## src/rtl/filter_decimator_fifo.sv

```systemverilog
// Block averager and output FIFO behind the 3-tap filter.
// Each run of 2**DECIM_LOG2 valid samples becomes one averaged word.
module filter_decimator_fifo #(
   parameter int DATA_W     = 8,
   parameter int DECIM_LOG2 = 2,
   parameter int FIFO_DEPTH = 4
) (
   input  logic                          clk,
   input  logic                          reset,
   input  logic                          clear,
   input  logic                          in_valid,
   input  logic [DATA_W-1:0]             in_data,
   output logic                          out_valid,
   output logic [DATA_W-1:0]             out_data,
   input  logic                          out_ready,
   output logic [$clog2(FIFO_DEPTH):0]   fill_level,
   output logic                          overflow
);

   localparam int PTR_W = $clog2(FIFO_DEPTH);
   localparam int ACC_W = DATA_W + DECIM_LOG2;
   localparam logic [DECIM_LOG2-1:0] LAST_PHASE = {DECIM_LOG2{1'b1}};
   localparam logic [PTR_W:0] DEPTH_L = (PTR_W+1)'(FIFO_DEPTH);

   logic [ACC_W-1:0]      acc;
   logic [ACC_W-1:0]      acc_sum;
   logic [DECIM_LOG2-1:0] phase;
   logic [DATA_W-1:0]     result;
   logic [DATA_W-1:0]     mem [FIFO_DEPTH];
   logic [PTR_W-1:0]      wr_ptr;
   logic [PTR_W-1:0]      rd_ptr;
   logic [PTR_W:0]        count;
   logic                  block_done;
   logic                  full;
   logic                  push;
   logic                  pop;
   logic                  wr_en;

   // Block sum, floor average and FIFO handshake decisions.
   always_comb begin
      acc_sum    = acc + ACC_W'(in_data);
      result     = acc_sum[ACC_W-1 -: DATA_W];
      block_done = in_valid && (phase == LAST_PHASE);
      full       = (count == DEPTH_L);
      out_valid  = (count != '0);
      pop        = out_valid && out_ready && !clear;
      push       = block_done && !clear;
      wr_en      = push && (!full || pop);
   end

   // Accumulate samples; restart the block when it completes.
   always_ff @(posedge clk or posedge reset) begin
      if (reset) begin
         acc   <= '0;
         phase <= '0;
      end else if (clear) begin
         acc   <= '0;
         phase <= '0;
      end else if (in_valid) begin
         if (block_done) begin
            acc   <= '0;
            phase <= '0;
         end else begin
            acc   <= acc_sum;
            phase <= phase + DECIM_LOG2'(1);
         end
      end
   end

   // FIFO storage, pointers and occupancy.
   always_ff @(posedge clk or posedge reset) begin
      if (reset) begin
         for (int i = 0; i < FIFO_DEPTH; i++) begin
            mem[i] <= '0;
         end
         wr_ptr <= '0;
         rd_ptr <= '0;
         count  <= '0;
      end else if (clear) begin
         wr_ptr <= '0;
         rd_ptr <= '0;
         count  <= '0;
      end else begin
         if (wr_en) begin
            mem[wr_ptr] <= result;
            wr_ptr      <= wr_ptr + PTR_W'(1);
         end
         if (pop) begin
            rd_ptr <= rd_ptr + PTR_W'(1);
         end
         case ({wr_en, pop})
            2'b10:   count <= count + (PTR_W+1)'(1);
            2'b01:   count <= count - (PTR_W+1)'(1);
            default: count <= count;
         endcase
      end
   end

   // Sticky drop flag: a result arrived with no room and no pop.
   always_ff @(posedge clk or posedge reset) begin
      if (reset) begin
         overflow <= 1'b0;
      end else if (clear) begin
         overflow <= 1'b0;
      end else if (push && full && !pop) begin
         overflow <= 1'b1;
      end
   end

   assign out_data   = mem[rd_ptr];
   assign fill_level = count;

endmodule

```

## config.mk

```make
export PLATFORM = sky130hd
export DESIGN_NAME = filter_decimator_fifo
export DESIGN_NICKNAME = d
export VERILOG_FILES = /design/src/rtl/filter_decimator_fifo.sv
export SDC_FILE = /design/constraint.sdc
export NUM_CORES = 1
export LEC_CHECK = 0
export BUFFER_PORTS_ARGS = -buffer_cell sky130_fd_sc_hd__buf_2
export CORE_UTILIZATION = 55
export DETAILED_ROUTE_END_ITERATION = 6
export PLACE_DENSITY = 0.74
export SLEW_MARGIN = 20
export SYNTH_ARGS = -nofsm -noshare
export SYNTH_HDL_FRONTEND = slang
export SYNTH_SLANG_ARGS = --single-unit
```

## constraint.sdc

```tcl
create_clock -name clk -period 2.6 [get_ports clk]
set_input_delay 0.39 -clock clk [delete_from_list [all_inputs] [get_ports clk]]
set_output_delay 0.39 -clock clk [all_outputs]
set_load 0.01 [all_outputs]
```

Word level (Yosys, flattened, before mapping)

Index checks and enable logic that the tools add are counted.

Register bits: 52
Input port bits: 13
Output and inout bits: 13
Word-level logic and storage cells: 65

$add $sub $neg: 6
Magnitude comparators: 3
Eq/ne operators: 4
Multiplexer cells: 20
Bitwise logic cells: 3
Reduce and logical (&&, ||, !) cells: 19

Operator list:

| cell                                               | count |
|---|---|
| bitwise mux 32 bit                                 | 1 |
| two-way mux 10 bit                                 | 3 |
| two-way mux 8 bit                                  | 3 |
| binary-select mux 8 bit (select 2 bit)             | 1 |
| demux 8 bit (select 2 bit)                         | 1 |
| two-way mux 2 bit                                  | 7 |
| adder 10 x 8 -> 10 bit                             | 1 |
| logical AND 1 bit                                  | 8 |
| nonzero test 2 bit                                 | 4 |
| adder 2 x 1 -> 2 bit, second input constant        | 3 |
| >= comparator 3 bit, second input constant         | 2 |
| inverter 2 -> 3 bit                                | 2 |
| case mux 3 bit (2 select lines)                    | 1 |
| nonzero test 3 bit                                 | 2 |
| == test 2 bit, second input constant               | 2 |
| adder 3 x 1 -> 3 bit, second input constant        | 1 |
| == test 3 bit, second input constant               | 1 |
| logical NOT 1 bit                                  | 3 |
| < comparator 3 x 1 -> 1 bit, second input constant | 1 |
| two-way mux 3 bit                                  | 1 |
| subtractor 3 x 1 -> 3 bit, second input constant   | 1 |
| == test 2 x 1 -> 1 bit, second input constant      | 1 |
| two-way mux 1 bit                                  | 2 |
| AND reduction 2 bit                                | 1 |
| 2 further kinds                                    | 2 |

Logic depth before layout (Yosys ltp)

Depth in word-level cells: 8
Gate-level depth with buffers: 8
Gate-level depth less buffers: 8

Worst setup path after synthesis

No wires, ideal clock.

Path kind: input to register
Start: in in_data[0]
End: reg acc[8]
Arrival time: 1.942 ns
Slack: 0.516 ns
Stages on the path: 6
Buffers on the path: 0
Cell sequence: ha_1 -> fa_1 -> a211oi_1 -> o21ai_0 -> o31ai_1 -> o32ai_1

Cells in the longest elaborated chain, start to end: 4

Ends and longest elaborated chain:

| element                | line | RTL |
|---|---|---|
| start: declaration     | 12   | `input logic [DATA_W-1:0] in_data,` |
| adder 10 x 8 -> 10 bit | 41   | `acc_sum = acc + ACC_W'(in_data);` |
| two-way mux 10 bit     | 60   | `if (block_done) begin` |
| two-way mux 10 bit     | 59   | `end else if (in_valid) begin` |
| two-way mux 10 bit     | 56   | `end else if (clear) begin` |
| end signal: assignment | 64   | `acc <= acc_sum;` |
| end: declaration       | 25   | `logic [ACC_W-1:0] acc;` |

No other way between the ends. The select of a mux whose other input is x is not followed.
A chain may end at the register's enable or synchronous reset.

Worst setup path after layout

Start: reg rd_ptr[0]
End: out out_data[6]

Cells in the longest elaborated chain, start to end: 4

Ends and longest elaborated chain:

| element                                               | line | RTL |
|---|---|---|
| start: declaration                                    | 31   | `logic [PTR_W-1:0] rd_ptr;` |
| start signal: assignment                              | 89   | `rd_ptr <= rd_ptr + PTR_W'(1);` |
| inverter 2 -> 3 bit (implied by the code)             | 110  | `assign out_data = mem[rd_ptr];` |
| binary-select mux 8 bit (select 2 bit)                | 110  |  |
| two-way mux 8 bit (implied by the code) (2 in series) | 110  |  |
| end: declaration                                      | 14   | `output logic [DATA_W-1:0] out_data,` |

No other way between the ends. The select of a mux whose other input is x is not followed.

==> metrics <==
run status finished, final reports clean; origin of the worst setup path rd_ptr[0]; Non-Filler Instances between 300 and 400; number of global-route vias before repair a little under 2000; area leader, netlist sky130_fd_sc_hd__dfrtp_1; number of distinct standard cells referenced by the synthesized netlist between 40 and 50; total of cells resized after clock tree synthesis 0; CP max stage delay 720 ps; min-delay worst type in2async; sequential element share of the synthesized area 0.435; critical path's top delay family flip-flops; share of synthesized registers carrying an async set or reset 1.00; overall global routing resource usage 0.232; buffers plus inverters on the worst setup path 1; Max Buffers Root-to-Sink 2; share of cells above drive strength 1 0.305; amount of wire on met2 after detailed routing 2.83 mm; slowest stage cell, crit path sky130_fd_sc_hd__dfrtp_1; total number of nets in the final design around 300; final setup violation count 0; top cells by area in the synthesized netlist sky130_fd_sc_hd__dfrtp_1 (43%), sky130_fd_sc_hd__mux2_4 (8.0%), sky130_fd_sc_hd__mux4_2 (6.0%); number of fillers in the final layout approximately 420; Tot Pwr around 1.9 mW; largest net degree at the start of global routing 27; max-slew headroom at the worst pin 0.563; EDFF count, synth 0; uppermost metal layer occupied by signal nets met4; Total Routed Length roughly 6 mm; Achievable Freq 460 MHz; clock slew at reported path FFs 110 ps; initial cell density of the core 0.579; sum of overflow across all layers after global routing 0; first-pass GRT wire length just under 10 mm; H-tree Lvls 2; Worst Path Required ~2200 ps; Met1 Routed Length between 2 and 3 mm; Final ANT Viol Nets 0; antenna cells 0; IR Drop Worst-Case VDD between 0.3 and 0.4 mV; average wire length per cell after detail routing between 15 and 20 um; number of placed instances with taps included 331; Core Area about 5200 sq um; clock net sink count 52; die extent in x approximately 76 um; Top FF cell, synth sky130_fd_sc_hd__dfrtp_1; number of placement rows 26; max-cap check violation count 0; vias per cell 5.79; final design utilization 0.628; maximum fanout along the worst path 10; PD cells a little under 600 nW/um^2; Post-Syn Area 2990 sq um; number of input and output port buffers inserted 25; Setup TNS 0 ps; CP Capture Type output pin; first-pass iteration count of the detailed router 4; unrepaired setup endpoints after global routing false; routability cong. 0.786; TritonCTS buffer count 5; vertical extent of the die 75.8 um; Crit Reg-Reg Startpoint acc[0]; worst setup skew after layout roughly 11 ps; clock insertion delay at the later pin of the skew report approximately 320 ps; Die Area roughly 5700 sq um; Critical Path Source Type flip-flop; data arrival time at the worst-slack endpoint 1780 ps; Tcrit/Tclk final 0.835; CTS tree built; number of antenna violations at the first check in global routing 0; final number of hold-violating endpoints 0; Post-Synthesis Net Count about 270; most frequent cells in the layout sky130_fd_sc_hd__dfrtp_1 (52), sky130_fd_sc_hd__buf_2 (25), sky130_fd_sc_hd__nand2_1 (16), sky130_fd_sc_hd__mux2_4 (16); Post-CTS Setup Bufs 0; area fraction of the dominant cell type after synthesis 0.435; Slew Limit Fails 0; critical path start-end classification reg2out; post-detailed-route DRC marker count 0; root buffer cell sky130_fd_sc_hd__clkbuf_8; mean area per synthesized cell between 10 and 15 sq um; most common cell after layout, fill and taps aside sky130_fd_sc_hd__dfrtp_1; area growth from synthesis to layout 8.57%; HPWL after DPL between 4 and 5 mm; Hold Buf Count CTS 0; slew at the pin closest to its max-slew limit around 650 ps; Syn. warnings 0; gate count after technology mapping 243; final worst path period need 2170 ps; number of flip-flops and latches in the synthesized netlist 52; vias after detailed routing between 1500 and 2000; IO Pins 26; reported leakage power about 1.5 nW; wire length on met3 around 210 um; Initial DRC Count 85; critical-path cell list mux4_2 > buf_2
==> routing by layer <==
metal  track usage  vias to the layer above
met2         0.385                       44
met1         0.317                      961
met4        0.0617                        0
met5             0                        -
li1              -                      953
met3        0.0357                        6
==> cells in the mapped netlist, drive strengths merged (2+ instances only) <==
cell    instances
mux2i           2
xnor2           5
clkbuf          2
nand4           2
a21bo           3
o21ai           4
nand4b          4
nor3b           4
buf            10
a21oi          14
xor2            4
o21a            2
nor3            2
nor2           13
nand2b          3
dfrtp          52
a21o            4
fa              2
nor2b           4
a211oi          4
inv             5
mux2           20
a31oi           2
nand2          16
ha             13
o211ai          4
a31o            4
and3            2
mux4            8
o31ai          14
nand3           3
==> registers in the layout (all words and copies together), names as in the netlist <==
name / cells
fill_level: 3
mem: 32
overflow: 1
acc: 10
wr_ptr: 2
phase: 2
rd_ptr: 2
==> stage by stage <==
step | instance area [sq um] | hold WS [ps] | worst slack (ps)
after global routing | 3250 | 99.9 | 302
final | 3250 | 56.0 | 428
after floorplan | 2990 | 443 | 516
after CTS | 3250 | 68.9 | 355
after global placement | 3150 | 414 | 402
after detailed placement | 3150 | 422 | 331
==> cell type report <==
class                           count  area (sq um)  area share
Timing Repair Buffer               30           163      0.0501
Inverter                            5          18.8     0.00578
Multi-Input combinational cell    174          1580       0.487
Clock buffer                        5          68.8      0.0212
Clock inverter                      3          26.3     0.00809
Tap cell                           70          87.6      0.0270
Sequential cell                    52          1300       0.400
==> final timing paths <==
check / to / slack [ps] / cells after the start
worst min-delay path: mem[19] / 60 / 2
worst min register to register: mem[23] / 490 / 2
max in group asynchronous: mem[12] / 1920 / 3
worst max-delay path: out_data[6] / 430 / 2
min in group clk: acc[0] / 430 / 4
worst max register to register: mem[22] / 460 / 6
==> cells by family after synthesis <==
kind of cell / count (synthesis) / synth area share
AO/OA/AOI/OAI: 60 / 0.140
AND/OR/NAND/NOR: 60 / 0.133
flip-flops: 52 / 0.435
multiplexers: 30 / 0.162
buffers and inverters: 17 / 0.0360
adder cells (fa/ha/maj): 15 / 0.0677
XOR/XNOR: 9 / 0.0263
==> power by group <==
part	total [mW]	internal, mW	switching [mW]
Clock	0.492	0.199	0.293
Combinational	0.494	0.237	0.257
Sequential	0.932	0.866	0.0661
==> worst register-to-register path, delay by kind of cell, from the launching register on <==
kind / cells / cell delay, ps
simple gates: 1 / 320
compound gates: 3 / 670
flops: 1 / 390
fa+ha+maj: 2 / 650
Note: power is estimated with default switching activity, not from simulation.
